`config.mk`:
```
export PLATFORM = sky130hd
export DESIGN_NAME = create_d
export DESIGN_NICKNAME = d
export VERILOG_FILES = /design/src/rtl/rsa_pkg.sv /design/src/rtl/create_d_divacc.sv /design/src/rtl/create_d.sv
export SDC_FILE = /design/constraint.sdc
export NUM_CORES = 2
export LEC_CHECK = 0
export ABC_AREA = 0
export CAP_MARGIN = 20
export CORE_MARGIN = 3
export CORE_UTILIZATION = 51
export DETAILED_ROUTE_END_ITERATION = 10
export PLACE_DENSITY = 0.78
export SYNTH_ARGS = -nofsm -noshare
export SYNTH_HDL_FRONTEND = slang
export SYNTH_SLANG_ARGS = --single-unit
```
`constraint.sdc`:
```
create_clock -name clk -period 5.05 [get_ports clk]
set_clock_uncertainty 0.1 [all_clocks]
set_input_delay 0.505 -clock clk [delete_from_list [all_inputs] [get_ports clk]]
set_output_delay 0.505 -clock clk [all_outputs]
set_load 0.1 [all_outputs]
```
`src/rtl/rsa_pkg.sv`:
```
// Shared definitions for the RSA key path: key width, create_d FSM encoding
// and the signed Euclid coefficient type.
package rsa_pkg;

    localparam int W_KEY = 64;

    typedef enum logic [2:0] {
        ST_IDLE  = 3'd0,
        ST_CHECK = 3'd1,
        ST_DIV   = 3'd2,
        ST_UPD   = 3'd3,
        ST_FIX   = 3'd4,
        ST_DONE  = 3'd5
    } cd_state_e;

    // Bezout coefficients never exceed the modulus in magnitude, so two
    // extra bits cover both the sign and the transient q*t product.
    typedef logic signed [W_KEY+1:0] coef_t;

endpackage

```
`src/rtl/create_d_divacc.sv`:
```
// Sequential MSB-first restoring divider that accumulates quotient * coef on
// the fly, so the Euclid step needs no multiplier. Takes exactly W cycles.
module seq_divacc
    import rsa_pkg::*;
#(
    parameter int W = W_KEY
) (
    input  logic                clk,
    input  logic                rst_n,
    input  logic                load,
    input  logic [W-1:0]        dividend,
    input  logic [W-1:0]        divisor,
    input  logic signed [W+1:0] coef,
    output logic [W-1:0]        rem,
    output logic signed [W+1:0] acc,
    output logic                done
);

    localparam int CW = (W > 1) ? $clog2(W) : 1;

    logic [W-1:0]        rem_r;
    logic [W-1:0]        dvd_r;
    logic [W-1:0]        dvs_r;
    logic signed [W+1:0] coef_r;
    logic signed [W+1:0] acc_r;
    logic [CW-1:0]       cnt_r;
    logic                busy_r;

    logic [W:0]          trial_s;
    logic                ge_s;
    logic [W-1:0]        rem_next_s;
    logic signed [W+1:0] acc_next_s;

    // One restoring-division step plus the shift-and-add of the accumulator.
    always_comb begin
        trial_s = {rem_r, dvd_r[W-1]};
        ge_s    = (trial_s >= {1'b0, dvs_r});
        if (ge_s) begin
            rem_next_s = trial_s[W-1:0] - dvs_r;
            acc_next_s = (acc_r <<< 1) + coef_r;
        end else begin
            rem_next_s = trial_s[W-1:0];
            acc_next_s = acc_r <<< 1;
        end
    end

    // Divider state: load primes the registers, then W steps run unattended.
    always_ff @(posedge clk or negedge rst_n) begin
        if (!rst_n) begin
            rem_r  <= '0;
            dvd_r  <= '0;
            dvs_r  <= '0;
            coef_r <= '0;
            acc_r  <= '0;
            cnt_r  <= '0;
            busy_r <= 1'b0;
        end else if (load) begin
            rem_r  <= '0;
            dvd_r  <= dividend;
            dvs_r  <= divisor;
            coef_r <= coef;
            acc_r  <= '0;
            cnt_r  <= CW'(W - 1);
            busy_r <= 1'b1;
        end else if (busy_r) begin
            rem_r  <= rem_next_s;
            acc_r  <= acc_next_s;
            dvd_r  <= {dvd_r[W-2:0], 1'b0};
            cnt_r  <= cnt_r - CW'(1);
            busy_r <= (cnt_r != '0);
        end else begin
            rem_r  <= rem_r;
            acc_r  <= acc_r;
        end
    end

    assign rem  = rem_r;
    assign acc  = acc_r;
    // High during the final step; rem/acc hold the results on the next cycle.
    assign done = busy_r && (cnt_r == '0);

endmodule

```
`src/rtl/create_d.sv`:
```
// Private-exponent generator: D = E^-1 mod L via iterative extended Euclid,
// with an active-low start/ready handshake matching create_e.
module create_d
    import rsa_pkg::*;
#(
    parameter int W = W_KEY
) (
    input  logic         clk,
    input  logic         rst_n,
    input  logic [W-1:0] L,
    input  logic [W-1:0] E,
    input  logic         start_n,
    output logic [W-1:0] D,
    output logic         ready_n,
    output logic         err
);

    localparam logic [W-1:0] ONE_C = W'(1);
    localparam logic [W-1:0] TWO_C = W'(2);

    cd_state_e state_r;
    cd_state_e state_next_s;

    logic                armed_r;
    logic                illegal_r;
    logic [W-1:0]        l_r;
    logic [W-1:0]        r0_r;
    logic [W-1:0]        r1_r;
    logic signed [W+1:0] t0_r;
    logic signed [W+1:0] t1_r;
    logic [W-1:0]        d_r;
    logic                err_r;
    logic                ready_n_r;

    logic                accept_s;
    logic                illegal_s;
    logic                div_load_s;
    logic                div_done_s;
    logic [W-1:0]        div_rem_s;
    logic signed [W+1:0] div_acc_s;
    logic [W-1:0]        d_fix_s;

    assign accept_s   = ((state_r == ST_IDLE) || (state_r == ST_DONE)) && !start_n && armed_r;
    assign illegal_s  = (E == '0) || (L < TWO_C) || (E >= L);
    assign div_load_s = (state_r == ST_CHECK) && !illegal_r && (r1_r != '0);
    // Modular wrap of a negative coefficient; truncation to W bits is exact.
    assign d_fix_s    = t0_r[W-1:0] + (t0_r[W+1] ? l_r : '0);

    seq_divacc #(.W(W)) u_divacc (
        .clk      (clk),
        .rst_n    (rst_n),
        .load     (div_load_s),
        .dividend (r0_r),
        .divisor  (r1_r),
        .coef     (t1_r),
        .rem      (div_rem_s),
        .acc      (div_acc_s),
        .done     (div_done_s)
    );

    // FSM state register.
    always_ff @(posedge clk or negedge rst_n) begin
        if (!rst_n) begin
            state_r <= ST_IDLE;
        end else begin
            state_r <= state_next_s;
        end
    end

    // Euclid sequencing: CHECK -> DIV (W cycles) -> UPD per iteration.
    always_comb begin
        state_next_s = state_r;
        case (state_r)
            ST_IDLE: begin
                if (accept_s) state_next_s = ST_CHECK;
                else          state_next_s = ST_IDLE;
            end
            ST_CHECK: begin
                if (illegal_r)         state_next_s = ST_DONE;
                else if (r1_r == '0)   state_next_s = ST_FIX;
                else                   state_next_s = ST_DIV;
            end
            ST_DIV: begin
                if (div_done_s) state_next_s = ST_UPD;
                else            state_next_s = ST_DIV;
            end
            ST_UPD:  state_next_s = ST_CHECK;
            ST_FIX:  state_next_s = ST_DONE;
            ST_DONE: begin
                if (accept_s) state_next_s = ST_CHECK;
                else          state_next_s = ST_DONE;
            end
            default: state_next_s = ST_IDLE;
        endcase
    end

    // Handshake, Euclid remainders/coefficients and registered results.
    always_ff @(posedge clk or negedge rst_n) begin
        if (!rst_n) begin
            armed_r   <= 1'b1;
            illegal_r <= 1'b0;
            l_r       <= '0;
            r0_r      <= '0;
            r1_r      <= '0;
            t0_r      <= '0;
            t1_r      <= '0;
            d_r       <= '0;
            err_r     <= 1'b0;
            ready_n_r <= 1'b1;
        end else begin
            if (accept_s)     armed_r <= 1'b0;
            else if (start_n) armed_r <= 1'b1;
            else              armed_r <= armed_r;

            case (state_r)
                ST_IDLE, ST_DONE: begin
                    if (accept_s) begin
                        l_r       <= L;
                        r0_r      <= L;
                        r1_r      <= E;
                        t0_r      <= '0;
                        t1_r      <= (W+2)'(1);
                        illegal_r <= illegal_s;
                        err_r     <= 1'b0;
                        ready_n_r <= 1'b1;
                    end
                end
                ST_CHECK: begin
                    if (illegal_r) begin
                        d_r       <= '0;
                        err_r     <= 1'b1;
                        ready_n_r <= 1'b0;
                    end
                end
                ST_UPD: begin
                    r0_r <= r1_r;
                    r1_r <= div_rem_s;
                    t0_r <= t1_r;
                    t1_r <= t0_r - div_acc_s;
                end
                ST_FIX: begin
                    if (r0_r != ONE_C) begin
                        d_r   <= '0;
                        err_r <= 1'b1;
                    end else begin
                        d_r   <= d_fix_s;
                        err_r <= 1'b0;
                    end
                    ready_n_r <= 1'b0;
                end
                default: begin
                    d_r <= d_r;
                end
            endcase
        end
    end

    assign D       = d_r;
    assign ready_n = ready_n_r;
    assign err     = err_r;

endmodule
```
==> impl_metrics.py <==
metrics = {
    "cts": {
        "tritoncts_num_sinks": 726,
        "tritoncts_clock_tree": "built",
        "htree_num_levels": 3,
        "postCtsSetupRepairBufs": 0,
        "cts_inserted_buffers": 81,
        "cts.reportedPaths.clkPinSlew_ns": 0.07,
        "cts_max_path_buffers": 3,
        "clock_insertion_delay_worst_skew_ns": 0.69,
        "cts.root.buffer_cell": "sky130_fd_sc_hd__clkbuf_16",
    },
    "global_route": {
        "first_global_vias": 42400,
        "grt_antenna_before_repair": 12,
        "grt_first_pass_wirelength_um": 252000,
        "grt_overflow": 0,
        "grt.busiest_layer": "met2",
        "global_route.usage.total_pct": 33.3,
        "grt_max_degree": 144,
        "met2_track_utilization_from_global_routing_pct": 51.5,
        "groute.layer.met3.usage_pct": 7.41,
        "grtUsageMet1_pct": 42.8,
    },
    "timing": {
        "slew-limit-headroom_pct": 9.13,
        "finalCritPeriodShare_pct": 89.4,
        "max_freq_mhz": 222,
        "timing.setup.tns_ns": 0,
        "max_slew.worst_pin.slew_ns": 1.35,
        "report.final.slew_viol_count": 0,
        "setup_viol": 0,
        "whs_ns": 0.309,
        "period_needed_ns": 4.51,
        "finalHoldViolations": 0,
        "setup_repair_after_global_routing_missed_its_margin": "no",
    },
    "setup_path": {
        "end_kind": "flop",
        "critical_path.reg2reg.startpoint": "t0_r[65]",
        "path_buf_inv": 1,
        "crit_required_ns": 5.50,
        "crit_start": "t0_r[65]",
        "critical_path.startpoint_type": "flop",
        "crit_path_top_delay_cell": "sky130_fd_sc_hd__o41ai_2",
        "critical_path.cell_chain": "buf_4, nand2_1, fa_1, nand2b_1, a21oi_1, o211ai_1, a21boi_1, a31oi_1, o21ai_2, a41oi_2, o41ai_2, a41oi_1, xnor2_1, o21ai_0",
        "crit_path_max_fanout": 21,
        "critPathMaxStageDelay_ns": 0.67,
        "critPathKind": "reg -> reg",
        "timing.critical_path.max_delay_family": "compound AO/OA/AOI/OAI gates",
        "worst_ep_arrival_time_ns": 4.96,
    },
    "layout": {
        "num-fill-cells": 8278,
        "layout.cell_area.non_filler_um2": 53100,
        "layout.nets": 6230,
        "flow.area_growth_from_synthesis_pct": 12.0,
        "share_of_cells_above_drive_strength_1_pct": 4.38,
    },
    "floorplan": {
        "initial_core_utilization_pct": 51.6,
        "floorplan.die.width_um": 311,
        "floorplan.die_area_um2": 96600,
        "dieHeight_um": 311,
        "boundaryPins": 197,
        "num_rows": 111,
        "core_area_um2": 91900,
    },
    "worst_hold_path": {
        "worstHoldPathType": "in -> async",
    },
    "place": {
        "placement.cell_area_um2": 50200,
        "port-buffer-count": 196,
        "detailedPlacementHpwl_um": 123000,
        "finalWeightedCongestion": 1.09,
    },
    "yosys": {
        "yosys.area.top_type_share_pct": 38.2,
        "syn_nets": 6226,
        "syn_inst": 5769,
        "synth_area_per_cell_um2": 8.22,
        "ys_dominant_reg_cell": "sky130_fd_sc_hd__dfrtp_1",
        "synthDominantAreaCellType": "sky130_fd_sc_hd__dfrtp_1",
        "main_area_contributors_after_synthesis": "sky130_fd_sc_hd__dfrtp_1, sky130_fd_sc_hd__nand2_1, sky130_fd_sc_hd__ha_1",
        "ys.warnings.count": 0,
        "ys_seq_elements": 726,
        "synth_async_sr_flop_share_pct": 100,
        "ys_types": 87,
        "yosysSeqAreaShare_pct": 38.3,
        "post_synth_instance_area_um2": 47400,
        "count_of_flip_flops_with_a_built_in_enable_after_synthesis": 0,
    },
    "pwr": {
        "power.total_mw": 36.9,
        "power_per_cell_area_nw_per_um2": 695,
        "leakage_nw": 25.5,
        "worst_ir_drop_on_vdd_uv": 402,
    },
    "detailed_routing": {
        "num_vias": 44500,
        "post_drt_via_cell_ratio": 6.28,
        "drt-initial-drc-count": 5519,
        "postRouteAntennaNets": 0,
        "routedWlPerCell_um": 23.4,
        "totalWireLength_um": 166000,
        "detail_route.first_pass.iterations": 8,
        "drc": 0,
    },
    "outcome": {
        "status": "complete, no violations",
    },
    "flow_run": {
        "max_cap_violations": 0,
    },
}
metal layers:
| metal | vias to the layer above | share of wire (%) |
|---|---|---|
| li1 | 20300 | - |
| met1 | 21500 | 39 |
| met2 | 2207 | 44 |
| met3 | 512 | 9.5 |
| met4 | 6 | 7.1 |
| met5 | - | 0.028 |
placed cells by master, fill, tap and decap left out, types with 79 or more instances in the layout:
cell,count
sky130_fd_sc_hd__nor2_1,361
sky130_fd_sc_hd__dfrtp_1,723
sky130_fd_sc_hd__nor4_1,87
sky130_fd_sc_hd__nand2_1,1120
sky130_fd_sc_hd__nand3_1,140
sky130_fd_sc_hd__xor2_1,123
sky130_fd_sc_hd__and2_1,79
sky130_fd_sc_hd__clkdlybuf4s50_1,194
sky130_fd_sc_hd__inv_1,260
sky130_fd_sc_hd__o21ai_0,519
sky130_fd_sc_hd__a211oi_1,84
sky130_fd_sc_hd__xnor2_1,119
sky130_fd_sc_hd__clkbuf_16,82
sky130_fd_sc_hd__a31oi_1,110
sky130_fd_sc_hd__mux2i_1,86
sky130_fd_sc_hd__a21o_1,192
sky130_fd_sc_hd__ha_1,322
sky130_fd_sc_hd__a21oi_1,450
metrics by stage:
stage	util (%)	cells	setup slack (ns)
3_3_place_gp	54.6	6932	0.757
4_1_cts	57.7	7082	0.688
5_1_grt	57.7	7082	0.233
3_5_place_dp	54.6	6932	0.696
2_1_floorplan	-	5769	1.14
6_report	57.8	7087	0.537
flip-flops by register name, summed over array words and instances (netlist names):
register / count
t0_r: 66
t1_r: 66
u_divacc.acc: 66
u_divacc.coef_r: 66
D: 64
l_r: 64
r0_r: 64
r1_r: 64
u_divacc.dvd_r: 64
u_divacc.dvs_r: 64
u_divacc.rem: 64
u_divacc.cnt_r: 6
state_r: 3
armed_r: 1
err: 1
illegal_r: 1
ready_n: 1
u_divacc.busy_r: 1
final timing paths:
check	endpoint	slack (ns)	depth (start not counted)
min reg2reg	ready_n	0.37	2
max reg2reg	D[54]	0.54	14
min in group clk	ready_n	0.37	2
max	D[54]	0.54	14
max in group asynchronous	D[50]	3.16	3
min	u_divacc.acc[40]	0.31	2
synth_stat cells (40+ instances only):
library cell / count
sky130_fd_sc_hd__o21bai_1: 56
sky130_fd_sc_hd__o21ai_0: 519
sky130_fd_sc_hd__xnor2_1: 119
sky130_fd_sc_hd__clkbuf_1: 262
sky130_fd_sc_hd__a22oi_1: 67
sky130_fd_sc_hd__nand3_1: 140
sky130_fd_sc_hd__nor2_1: 363
sky130_fd_sc_hd__dfrtp_1: 724
sky130_fd_sc_hd__a21o_1: 192
sky130_fd_sc_hd__ha_1: 322
sky130_fd_sc_hd__and2_1: 81
sky130_fd_sc_hd__a21oi_1: 450
sky130_fd_sc_hd__inv_1: 260
sky130_fd_sc_hd__mux2i_1: 86
sky130_fd_sc_hd__nor4_1: 88
sky130_fd_sc_hd__nand4_1: 74
sky130_fd_sc_hd__a31oi_1: 110
sky130_fd_sc_hd__a211oi_1: 84
sky130_fd_sc_hd__nand2b_1: 42
sky130_fd_sc_hd__nand2_1: 1122
sky130_fd_sc_hd__nor2b_1: 40
sky130_fd_sc_hd__nor3_1: 41
sky130_fd_sc_hd__xor2_1: 123
cells by family (layout without fill, tap and decap cells):
logic type	count (synthesis)	count (layout)	synth area share (%)
and+or+nand+nor	2082	2082	19.4
AOI/OAI and AO/OA	1715	1715	22.3
DFF	726	726	38.3
buffers and inverters	590	660	4.96
adders and majority gates	326	326	8.67
xor gates and xnor gates	242	242	4.47
muxes	88	88	1.86
other	0	5	0
timing repair:
action	in CTS	in global routing
hold buffers	1	0
hold endpoints to repair	76	0
gates resized for setup	0	0
final cells by class:
cell class	count	area, um2	share of cell area [%]
diodes	5	12.5	0.0236
clock buffers	107	2330	4.38
clock inverters	42	534	1.01
inverters	260	976	1.84
multi-input cells	4453	26900	50.7
flip-flops and latches	726	18200	34.2
well taps	1243	1560	2.93
repair buffers	251	2580	4.86
report_power, final:
group          total [mW]  switching (mW)  internal [mW]  leakage [nW]
logic                19.8            12.2           7.52          14.8
clock network        6.39            2.66           3.73          1.39
registers            10.8            2.55           8.22          9.37
total                36.9            17.4           19.5          25.5
Power figures use the tool's default switching activity.
